<file path="config.mk">
export PLATFORM = sky130hd
export DESIGN_NAME = des_perm_pipe
export DESIGN_NICKNAME = d
export VERILOG_FILES = /design/src/rtl/des_perm_pipe.sv
export SDC_FILE = /design/constraint.sdc
export NUM_CORES = 1
export LEC_CHECK = 0
export ABC_AREA = 1
export ABC_CLOCK_PERIOD_IN_PS = 1300
export BUFFER_PORTS_ARGS = -buffer_cell sky130_fd_sc_hd__buf_4
export CORE_MARGIN = 10
export CORE_UTILIZATION = 50
export DETAILED_ROUTE_END_ITERATION = 8
export PLACE_DENSITY_LB_ADDON = 0.12
export SLEW_MARGIN = 20
export SYNTH_ARGS = -nofsm -noshare
export SYNTH_HDL_FRONTEND = slang
export SYNTH_SLANG_ARGS = --single-unit
</file>
<file path="constraint.sdc">
create_clock -name clk -period 1.3 [get_ports clk]
set_input_delay 0.26 -clock clk [delete_from_list [all_inputs] [get_ports clk]]
set_output_delay 0.26 -clock clk [all_outputs]
set_load 0.01 [all_outputs]
</file>
<file path="src/rtl/des_perm_pipe.sv">
// rtl/des_perm_pipe.sv - pipelined DES IP/FP bit-permutation engine with valid/ready handshake
module des_perm_pipe #(
    parameter int STAGES = 2,
    parameter int TAG_W  = 4
) (
    input  logic             clk,
    input  logic             rst_n,
    input  logic             flush,
    input  logic             in_valid,
    output logic             in_ready,
    input  logic [63:0]      in_data,
    input  logic [1:0]       in_mode,
    input  logic [TAG_W-1:0] in_tag,
    output logic             out_valid,
    input  logic             out_ready,
    output logic [63:0]      out_data,
    output logic [TAG_W-1:0] out_tag,
    output logic             busy,
    output logic [15:0]      beat_count
);

    logic             valid_q [STAGES];
    logic [63:0]      data_q  [STAGES];
    logic [TAG_W-1:0] tag_q   [STAGES];
    logic [STAGES-1:0] ready;
    logic [63:0]      ip_w;
    logic [63:0]      fp_w;
    logic [63:0]      perm_d;
    logic [15:0]      beat_count_q;
    logic [15:0]      beat_count_d;

    // Source bit of IP output bit i; FP scatters through the same mapping.
    function automatic logic [5:0] ip_src(input int i);
        return 6'(57 - 8 * (i % 8) + 2 * ((i / 8) % 4) - (i / 32));
    endfunction

    always_comb begin
        ip_w = '0;
        fp_w = '0;
        for (int i = 0; i < 64; i++) begin
            ip_w[i]         = in_data[ip_src(i)];
            fp_w[ip_src(i)] = in_data[i];
        end
        case (in_mode)
            2'b01:   perm_d = ip_w;
            2'b10:   perm_d = fp_w;
            default: perm_d = in_data;
        endcase
    end

    // ready_k unrolled: out_ready or any empty stage at or after k.
    always_comb begin
        logic acc;
        ready = '0;
        acc   = out_ready;
        for (int k = STAGES - 1; k >= 0; k--) begin
            acc      = acc || !valid_q[k];
            ready[k] = acc;
        end
    end

    assign in_ready  = ready[0] && !flush;
    assign out_valid = valid_q[STAGES-1];
    assign out_data  = data_q[STAGES-1];
    assign out_tag   = tag_q[STAGES-1];
    assign beat_count = beat_count_q;

    always_comb begin
        beat_count_d = beat_count_q;
        if (out_valid && out_ready) begin
            beat_count_d = beat_count_q + 16'd1;
        end
    end

    always_comb begin
        busy = 1'b0;
        for (int k = 0; k < STAGES; k++) begin
            busy = busy | valid_q[k];
        end
    end

    always_ff @(posedge clk or negedge rst_n) begin
        if (!rst_n) begin
            for (int k = 0; k < STAGES; k++) begin
                valid_q[k] <= 1'b0;
                data_q[k]  <= '0;
                tag_q[k]   <= '0;
            end
            beat_count_q <= '0;
        end else begin
            beat_count_q <= beat_count_d;
            if (ready[0]) begin
                valid_q[0] <= in_valid && in_ready;
                data_q[0]  <= perm_d;
                tag_q[0]   <= in_tag;
            end
            for (int k = 1; k < STAGES; k++) begin
                if (ready[k]) begin
                    valid_q[k] <= valid_q[k-1];
                    data_q[k]  <= data_q[k-1];
                    tag_q[k]   <= tag_q[k-1];
                end
            end
            // Flush drops beats only; data and tag registers keep their contents.
            if (flush) begin
                for (int k = 0; k < STAGES; k++) begin
                    valid_q[k] <= 1'b0;
                end
            end
        end
    end

endmodule

</file>
**Yosys cells after proc, flatten, opt, wreduce, memory -nomap -nowiden**

Index checks and enable logic that the tools add are counted.

- Flip-flop bits (word level): 154
- Input bits: 75
- Output and inout bits: 87
- Logic and storage cells: 25

- Add/subtract/negate cells: 1
- Eq/ne operators: 2
- Muxes and demuxes: 4
- Bitwise logic cells: 1
- Reductions and logical operators: 10

Operators by type and width:

| operator | count |
|---|---|
| $pmux 64 s2 | 1 |
| $add 16x1->16 const B | 1 |
| $reduce_bool 2->1 | 2 |
| $logic_and 1x1->1 | 3 |
| $logic_not 1->1 | 3 |
| $eq 2x1->1 const B | 1 |
| $eq 2x2->1 const B | 1 |
| $logic_or 1x1->1 | 2 |
| $mux 1 | 2 |
| $mux 2 | 1 |
| $or 1x1->1 | 1 |

**Depth between registers and ports, before layout**

Gate-level depths: netlist (run 1).

- Depth after elaboration: 7
- Mapped depth: 9

**Least setup slack after synthesis (run 1)**

Ideal clock, no wire load.

- Kind: input -> register
- Start: input port in_mode[0]
- End: register data_q[88] (netlist name)
- Setup time: 0.118 ns
- Arrival time: 1.360 ns
- Required time: 1.182 ns
- Path slack: -0.178 ns
- Stages on the path: 8
- Buffers on the path: 2
- Path through: inv_1 ha_1 inv_2 buf_2 clkbuf_1 o21ai_0 a21oi_1 nor2_1

- Longest elaborated chain between the ends: 2
- Elaborated cells between the ends (all ways): 3
- Those cells by class: eq/ne (2); mux (1)

Ends and longest elaborated chain:

| what | RTL line | RTL |
|---|---|---|
| from (decl) | 12 | `input logic [1:0] in_mode,` |
| $eq 2x2->1 / $eq 2x1->1 (equally long branches) | 44 | `case (in_mode)` |
| $pmux 64 s2 * | 44 |  |
| to (signal, indexed assignment) | 100 | `data_q[k] <= data_q[k-1];` |
| to (decl) | 23 | `logic [63:0] data_q [STAGES];` |

Mark *: on every way between the ends. The rest lies on a longest branch, timed or not.
A chain may end at the register's enable or synchronous reset.

**Worst setup path in the final report (run 1)**

- Start: register valid_q (netlist bit out_valid)
- End: output port in_ready

- Longest elaborated chain between the ends: 4

Ends and longest elaborated chain:

| what | RTL line | RTL |
|---|---|---|
| from (decl) | 22 | `logic valid_q [STAGES];` |
| from (signal, indexed assignment) | 99 | `valid_q[k] <= valid_q[k-1];` |
| $logic_not 1->1 | 57 | `acc = acc \|\| !valid_q[k];` |
| $logic_or 1x1->1 (2 in series) | 57 |  |
| $logic_and 1x1->1 | 62 | `assign in_ready = ready[0] && !flush;` |
| to (decl) | 10 | `output logic in_ready,` |

Every way passes these cells.

==> results.txt, run 1 <==
The flow ran to the end, but the final reports show violations. The checks that failed: negative setup slack. The share of synthesized area occupied by flip-flops and latches is 0.506. The reg2reg setup slack came out at -290 ps. The initial utilization of the core area, before any placement, comes to 0.506. The number of different library cells in the post-synthesis netlist is 25.

The ratio of routed vias to standard cells is 5.41. The post-route setup TNS is -12450 ps. The row count is 45. The maximum fanout along the worst path came out at 2. The number of levels the H-tree was split into is 4. The final hold violation count is 0. Routability-driven placement finished with a final weighted congestion of 0.859.

The die span in y came out at 143 um. The max-capacitance violation count is 0. The number of buffers created by CTS came out at 17. The worst hold path terminates at tag_q[7]. The worst setup path is captured at a primary output. For this block, the routed nets add up to 24.7 mm of wire. The fraction of layout cells with a size suffix above 1 is 0.374. The smallest setup slack after layout came out at -319 ps.

For the pin with the worst max-slew slack, the measured transition is 418 ps. The design draws 14.3 mW. The finished cells cover 11100 um2. Entering global routing, the biggest net connects 65 pins. The number of iterations in the first detailed-routing pass is 5. Clock skew on the completed layout was measured at 4.89 ps.

The highest attainable clock frequency came out at 0.618 GHz. The path depth of the worst reg2reg path came out at 10. Hold is met by 60.6 ps. After synthesis, the share of flip-flops with an asynchronous set or reset is 1.00. Yosys printed 0 warnings. The total routing usage reported by global routing came out at 0.220. The number of enable flip-flop cells after synthesis came out at 0. The overall via count from detail_route came out at 7121.

The worst register-to-register path begins at out_valid. The total die area is 20600 um2. By area the synthesized netlist is led by dfrtp_1 51%, nand2_1 12%, buf_4 6.7%. The worst path arrival time came out at 1360 ps. Synthesis produced 959 cells. The initial antenna violation count came out at 0.

The total overflow reported by the global router is 0. The buffer depth of the longest clock path came out at 2. The number of global-route vias before repair came to 6657. Setup repair after global routing could not meet its margin everywhere. The dominant register cell in the synthesized netlist is dfrtp_1.

The launch instance of the worst min-delay path is in_tag[3]. In this run the clock root is driven by a clkbuf_16. The top-area cell type share of the netlist area came out at 0.506.

The floorplan step defined a core boundary enclosing 15000 um2. Counting I/O delays and the setup requirement, the final critical path takes 1620 ps. The sum of net half-perimeters after detailed placement came out at 14.9 mm. The floorplan step set the die width to 143 um.

The share of the core filled with cells came out at 0.735. The power density relative to cell area came out at 1290 nW/um2. The dominant cell type by area after synthesis is dfrtp_1. STA classifies the critical path startpoint as a flip-flop. The capture instance of the worst register-to-register path is data_q[88]. The count of buffers inserted at the top-level ports came out at 161. Measured against its own limit, the worst slew margin works out to 0.722. The number of cells on the worst hold path is 2. The static leakage came out at 5.72 nW. The post-synth net total is 1037.

The initial DRC count is 520. The first global-routing pass estimated 35.4 mm of wire. The synthesized area per cell is 7.94 um2. The total of endpoints with negative setup slack in the final report is 130. The number of sinks handled by clock tree synthesis came out at 154. The startpoint-to-endpoint class of the critical path is flip-flop to primary output. The CTS tree is yes. The data required time at the worst endpoint is 1040 ps. The fill cell total of the finished layout came out at 1125.

The flop and latch count out of synthesis came out at 154. The area after detailed placement came out at 8910 um2. The average wire per cell in the routed design came out at 18.8 um. The count of final max-slew check failures came out at 0. The final period utilization came out at 1.25. The total DRC errors in the routed layout is 0.

The number of nets still failing antenna checks after routing came out at 0. The combined area of all synthesized cells is 7610 um2. The layout overhead on the synthesized area came out at 45.2%. During I/O placement, the number of pins put on the boundary was 162.

The critical path starts at out_valid. For this run, the post-layout net count is 1193. The worst min-delay path category is input pin to flip-flop.

The repair_antennas step left the layout with diodes totalling 0. Across the VDD grid, the largest voltage drop is 0.910 mV. The CTS clock-pin slew for the worst setup and hold paths came out at 60 ps. The source-to-sink clock delay at the later pin of the worst-skew pair came out at 420 ps.
==> metal layers <==
metal,GRT usage,vias up,part of all wire
met3,0.0686,51,0.087
li1,-,3320,-
met2,0.332,291,0.47
met4,0.0752,0,0.026
met5,0,-,0
met1,0.293,3459,0.42
==> report_power, final <==
part	switching, mW	internal, mW	total [mW]
logic	1.58	1.43	3.01
clock network	2.00	3.45	5.45
registers	0.439	5.39	5.82
total	4.02	10.3	14.3
==> worst max-delay path by stage <==
stage / end / slack [ps] / depth (start not counted)
floorplan: in_ready / -70 / 7
global placement: data_q[119] / -210 / 8
detailed placement: data_q[119] / -210 / 8
CTS: in_ready / -310 / 7
global route: in_ready / -380 / 7
finish: in_ready / -320 / 7
==> logic make-up (layout without fill, tap and decap cells) <==
group | count (synthesis) | count (layout) | share of synthesized area
mux | 5 | 5 | 0.00740
fa+ha+maj | 3 | 3 | 0.00493
compound gates | 189 | 189 | 0.134
buf+inv | 212 | 381 | 0.140
simple gates | 386 | 386 | 0.195
flops | 154 | 154 | 0.506
xor+xnor | 10 | 10 | 0.0115
==> area by class of cell <==
cell class | instances | area (um2) | area share
clock inverter | 12 | 196 | 0.0178
clock buffer | 20 | 447 | 0.0404
multi-input combinational | 593 | 3340 | 0.302
sequential | 154 | 3860 | 0.349
timing repair buffer | 258 | 2620 | 0.237
tap | 188 | 235 | 0.0213
inverter | 91 | 352 | 0.0318
==> sequential cells by signal (all words and copies together), names as in the netlist <==
name / count
out_data: 64
out_valid: 1
data_q: 64
out_tag: 4
tag_q: 4
beat_count: 16
valid_q: 1
==> through the flow <==
stage / setup WS [ps] / instances
6_report: -319 / 1316
5_1_grt: -382 / 1316
4_1_cts: -312 / 1298
3_5_place_dp: -214 / 1237
3_3_place_gp: -209 / 1237
2_1_floorplan: -73.9 / 959
==> layout by cell type (no fill, tap or decap), types with 2 or more instances in the layout <==
cell           instances
o22ai_1               60
inv_2                  6
buf_6                 27
o21ai_1               14
buf_12                19
nand2_4                5
nor2_2                15
nand2_1              227
xor2_1                 8
a21oi_2               23
buf_8                  7
bufinv_16              5
nor2_1                81
nand3_2                2
nor3_1                 3
inv_1                 83
nand4_1                4
nor2_4                36
buf_16                 7
dfrtp_1              151
dfrtp_2                3
clkbuf_1               2
dlygate4sd3_1          3
clkinv_2               3
a21oi_1               41
mux2_2                 5
clkinvlp_4             3
buf_4                187
o21ai_4                9
xnor2_1                2
nand3_1                4
clkbuf_16             24
o21ai_2               22
o21ai_0               19
nand2_2                7
==> synth_stat cells, types with 2 or more instances <==
master and instances:
nand2_1 238, o22ai_1 60, a21oi_1 64, nand3_1 6
xnor2_1 2, nor2_1 131, inv_1 87, xor2_1 8
buf_2 12, o21ai_0 61, o21ai_1 3, buf_4 68
mux2_2 5, inv_2 3, nand4_1 4, dfrtp_1 154
ha_1 3, clkbuf_1 41, nor3_1 3
==> timing repair <==
action                     4_1_cts  5_1_grt
cloned                           9        8
hold endpoints to repair       134        1
buffers inserted                18       14
hold buffers                     2        1
gates resized for setup         53      226
setup endpoints to repair       64      157
pin swaps                       11       48
==> critical path, cell delays in order, from the launching register on <==
cell     delay [ps]
dfrtp_1         370
inv_2            60
nor2_4          120
nand2_4          80
buf_12          130
nand2_4          40
inv_2            30
buf_6           100
(Power assumes the default switching activity.)
==> run 2: changes to the inputs <==
- PLACE_DENSITY: unset -> 0.77
- PLACE_DENSITY_LB_ADDON: 0.12 -> unset
==> results.txt, run 2 (synthesis results as in run 1) <==
The flow ran to the end, but the final reports show violations. The checks that failed: negative setup slack. After detailed routing, the wire length on met1 is 10.6 mm. The buffer depth of the longest clock path is 2.

The number of global-route vias before repair came out at 7565. The sum of net half-perimeters after detailed placement is 15.4 mm. The net count of the finished layout is 1209. The area after detailed placement is 8900 um2.

In the routed layout, each cell is associated on average with a via count of 5.94. The initial cell density of the core is 0.506. The wire length of the first global-routing pass came out at 40.8 mm. Pin placement for this block handled 162 I/O pins. The post-route setup TNS is -25750 ps. Entering global routing, the biggest net connects 51 pins. In this run the tool buffered the top-level ports with 161 buffer cells. The highest attainable clock frequency came out at 0.603 GHz. Wire segments on met3 add up to 3.04 mm in the final route. The die covers 20600 um2.

The overall via count from detail_route came out at 7907. The routed design has 29.0 mm of wire. Headroom to the max-slew limit came out at 0.787. The total chip power came out at 14.9 mW. The fill cell total of the finished layout is 890. The floorplan step set the die width to 143 um.

The static leakage came out at 5.94 nW. The H-tree generated during clock tree synthesis spans 4 levels. The source-to-sink clock delay at the later pin of the worst-skew pair came out at 440 ps.

The total overflow reported by the global router came out at 0. The slew at the pin closest to its max-slew limit came out at 315 ps. The worst setup path is launched from a flip-flop. The number of iterations in the first detailed-routing pass came out at 7.

The worst setup path is of the flip-flop to primary output kind. The congestion estimate from routability-driven global placement came to 0.882. After routing the design area is 11300 um2. The number of buffers created by CTS is 17.

The worst setup path is captured at a primary output. The layout overhead on the synthesized area came out at 47.9%. The final hold violation count came out at 0. The final worst clock skew came out at 9.34 ps. The smallest setup slack after layout came out at -359 ps. The die span in y is 143 um. Of the cells placed in the final design, the portion with a size suffix greater than 1 is 0.404. The maximum fanout along the worst path came out at 2. The placeable core region came out at 15000 um2. The minimum hold slack came out at 57.3 ps. The post-route minimum period is 1660 ps. The worst path arrival time is 1400 ps. Wire segments on met2 add up to 13.4 mm in the final route. Routed signal wires occupy layers up through met4.

The initial antenna violation count is 0. Of the available clock period, the critical path in the final layout requires 1.28. The tree is rooted in a clkbuf_16. The share of the core filled with cells is 0.749.

The worst min-delay path category is input pin to flip-flop. The max-capacitance violation count is 0. The data required time at the worst endpoint is 1040 ps.

The CTS clock-pin slew for the worst setup and hold paths is 60 ps. The count of final max-slew check failures came out at 0. The floorplan has 45 rows. The worst-case vdd ir drop is 1.09 mV.

TritonCTS built the clock tree. Summing all multi-input logic gate instances after layout gives 3280 um2. After the first detailed-routing iteration, the DRC count stood at 899. The number of sinks handled by clock tree synthesis is 154. The total of endpoints with negative setup slack in the final report came out at 143.

The antenna diode instance count came out at 0. The total DRC errors in the routed layout is 0. Setup repair after global routing could not meet its margin everywhere. The library cell used most frequently in the layout, excluding fill and tap cells, is buf_4.

In the layout the commonest cells are 197 x buf_4, 182 x nand2_1, 149 x dfrtp_1. The average wire per cell in the routed design came out at 21.8 um. The number of nets still failing antenna checks after routing came out at 0.

In this run the power density over the cells is 1320 nW/um2. The total routing usage reported by global routing came out at 0.255. In the final layout, flip-flops and latches occupy 3860 um2.
[run 2: changes by cell type in the layout (fill, tap and decap cells not counted), sizes merged]
cell / delta
buf: +22
bufinv: +1
inv: -1
clkinvlp: -2
clkbuf: -3
clkinv: +1
dlygate4sd3: -1
bufbuf: -1
[run 2: routing by layer]
layer  vias up  global-route usage
met5         -                   0
met4         0               0.148
met3       164              0.0696
met2       628               0.399
met1      3756               0.310
li1       3359                   -
[run 2: final timing paths]
path / slack, ps / start / to / depth (start not counted)
max: -360 / out_valid / in_ready / 7
min: 60 / in_data[42] / data_q[106] / 3
max reg2reg: -350 / out_valid / out_data[19] / 10
min reg2reg: 470 / tag_q[6] / out_tag[2] / 2
max in group asynchronous: 470 / rst_n / out_data[29] / 3
min in group asynchronous: 270 / rst_n / out_data[46] / 2
[run 2: critical path: stages (launching register included)]
cell and delay (ps):
dfrtp_1 360, inv_2 60, nor2_4 140, nand2_4 90, buf_8 130, nand2_4 50
inv_2 30, buf_6 110
[run 2: metrics by stage]
step                      std cells  worst slack (ps)
after global placement         1241              -129
final                          1332              -359
after global routing           1332              -408
after floorplan                 959             -73.9
after detailed placement       1241              -226
after CTS                      1316              -312
[run 2: layout make-up]
cell class | instances | share of cell area
timing repair buffer | 274 | 0.252
inverter | 91 | 0.0318
clock buffer | 21 | 0.0418
tap | 188 | 0.0209
multi-input combinational | 593 | 0.292
sequential | 154 | 0.343
clock inverter | 11 | 0.0191
[run 2: what timing repair did]
item | in CTS | in global routing
hold buffers | 1 | 1
gates cloned | 13 | 4
pin swaps | 37 | 15
endpoints found under the setup margin | 115 | 158
resized for setup | 205 | 85
endpoints found under the hold margin | 60 | 2
setup buffers | 29 | 16
[run 2: report_power, final]
group	switching (mW)	internal (mW)	total, mW
logic	1.69	1.49	3.18
registers	0.499	5.39	5.89
clock network	2.05	3.76	5.81
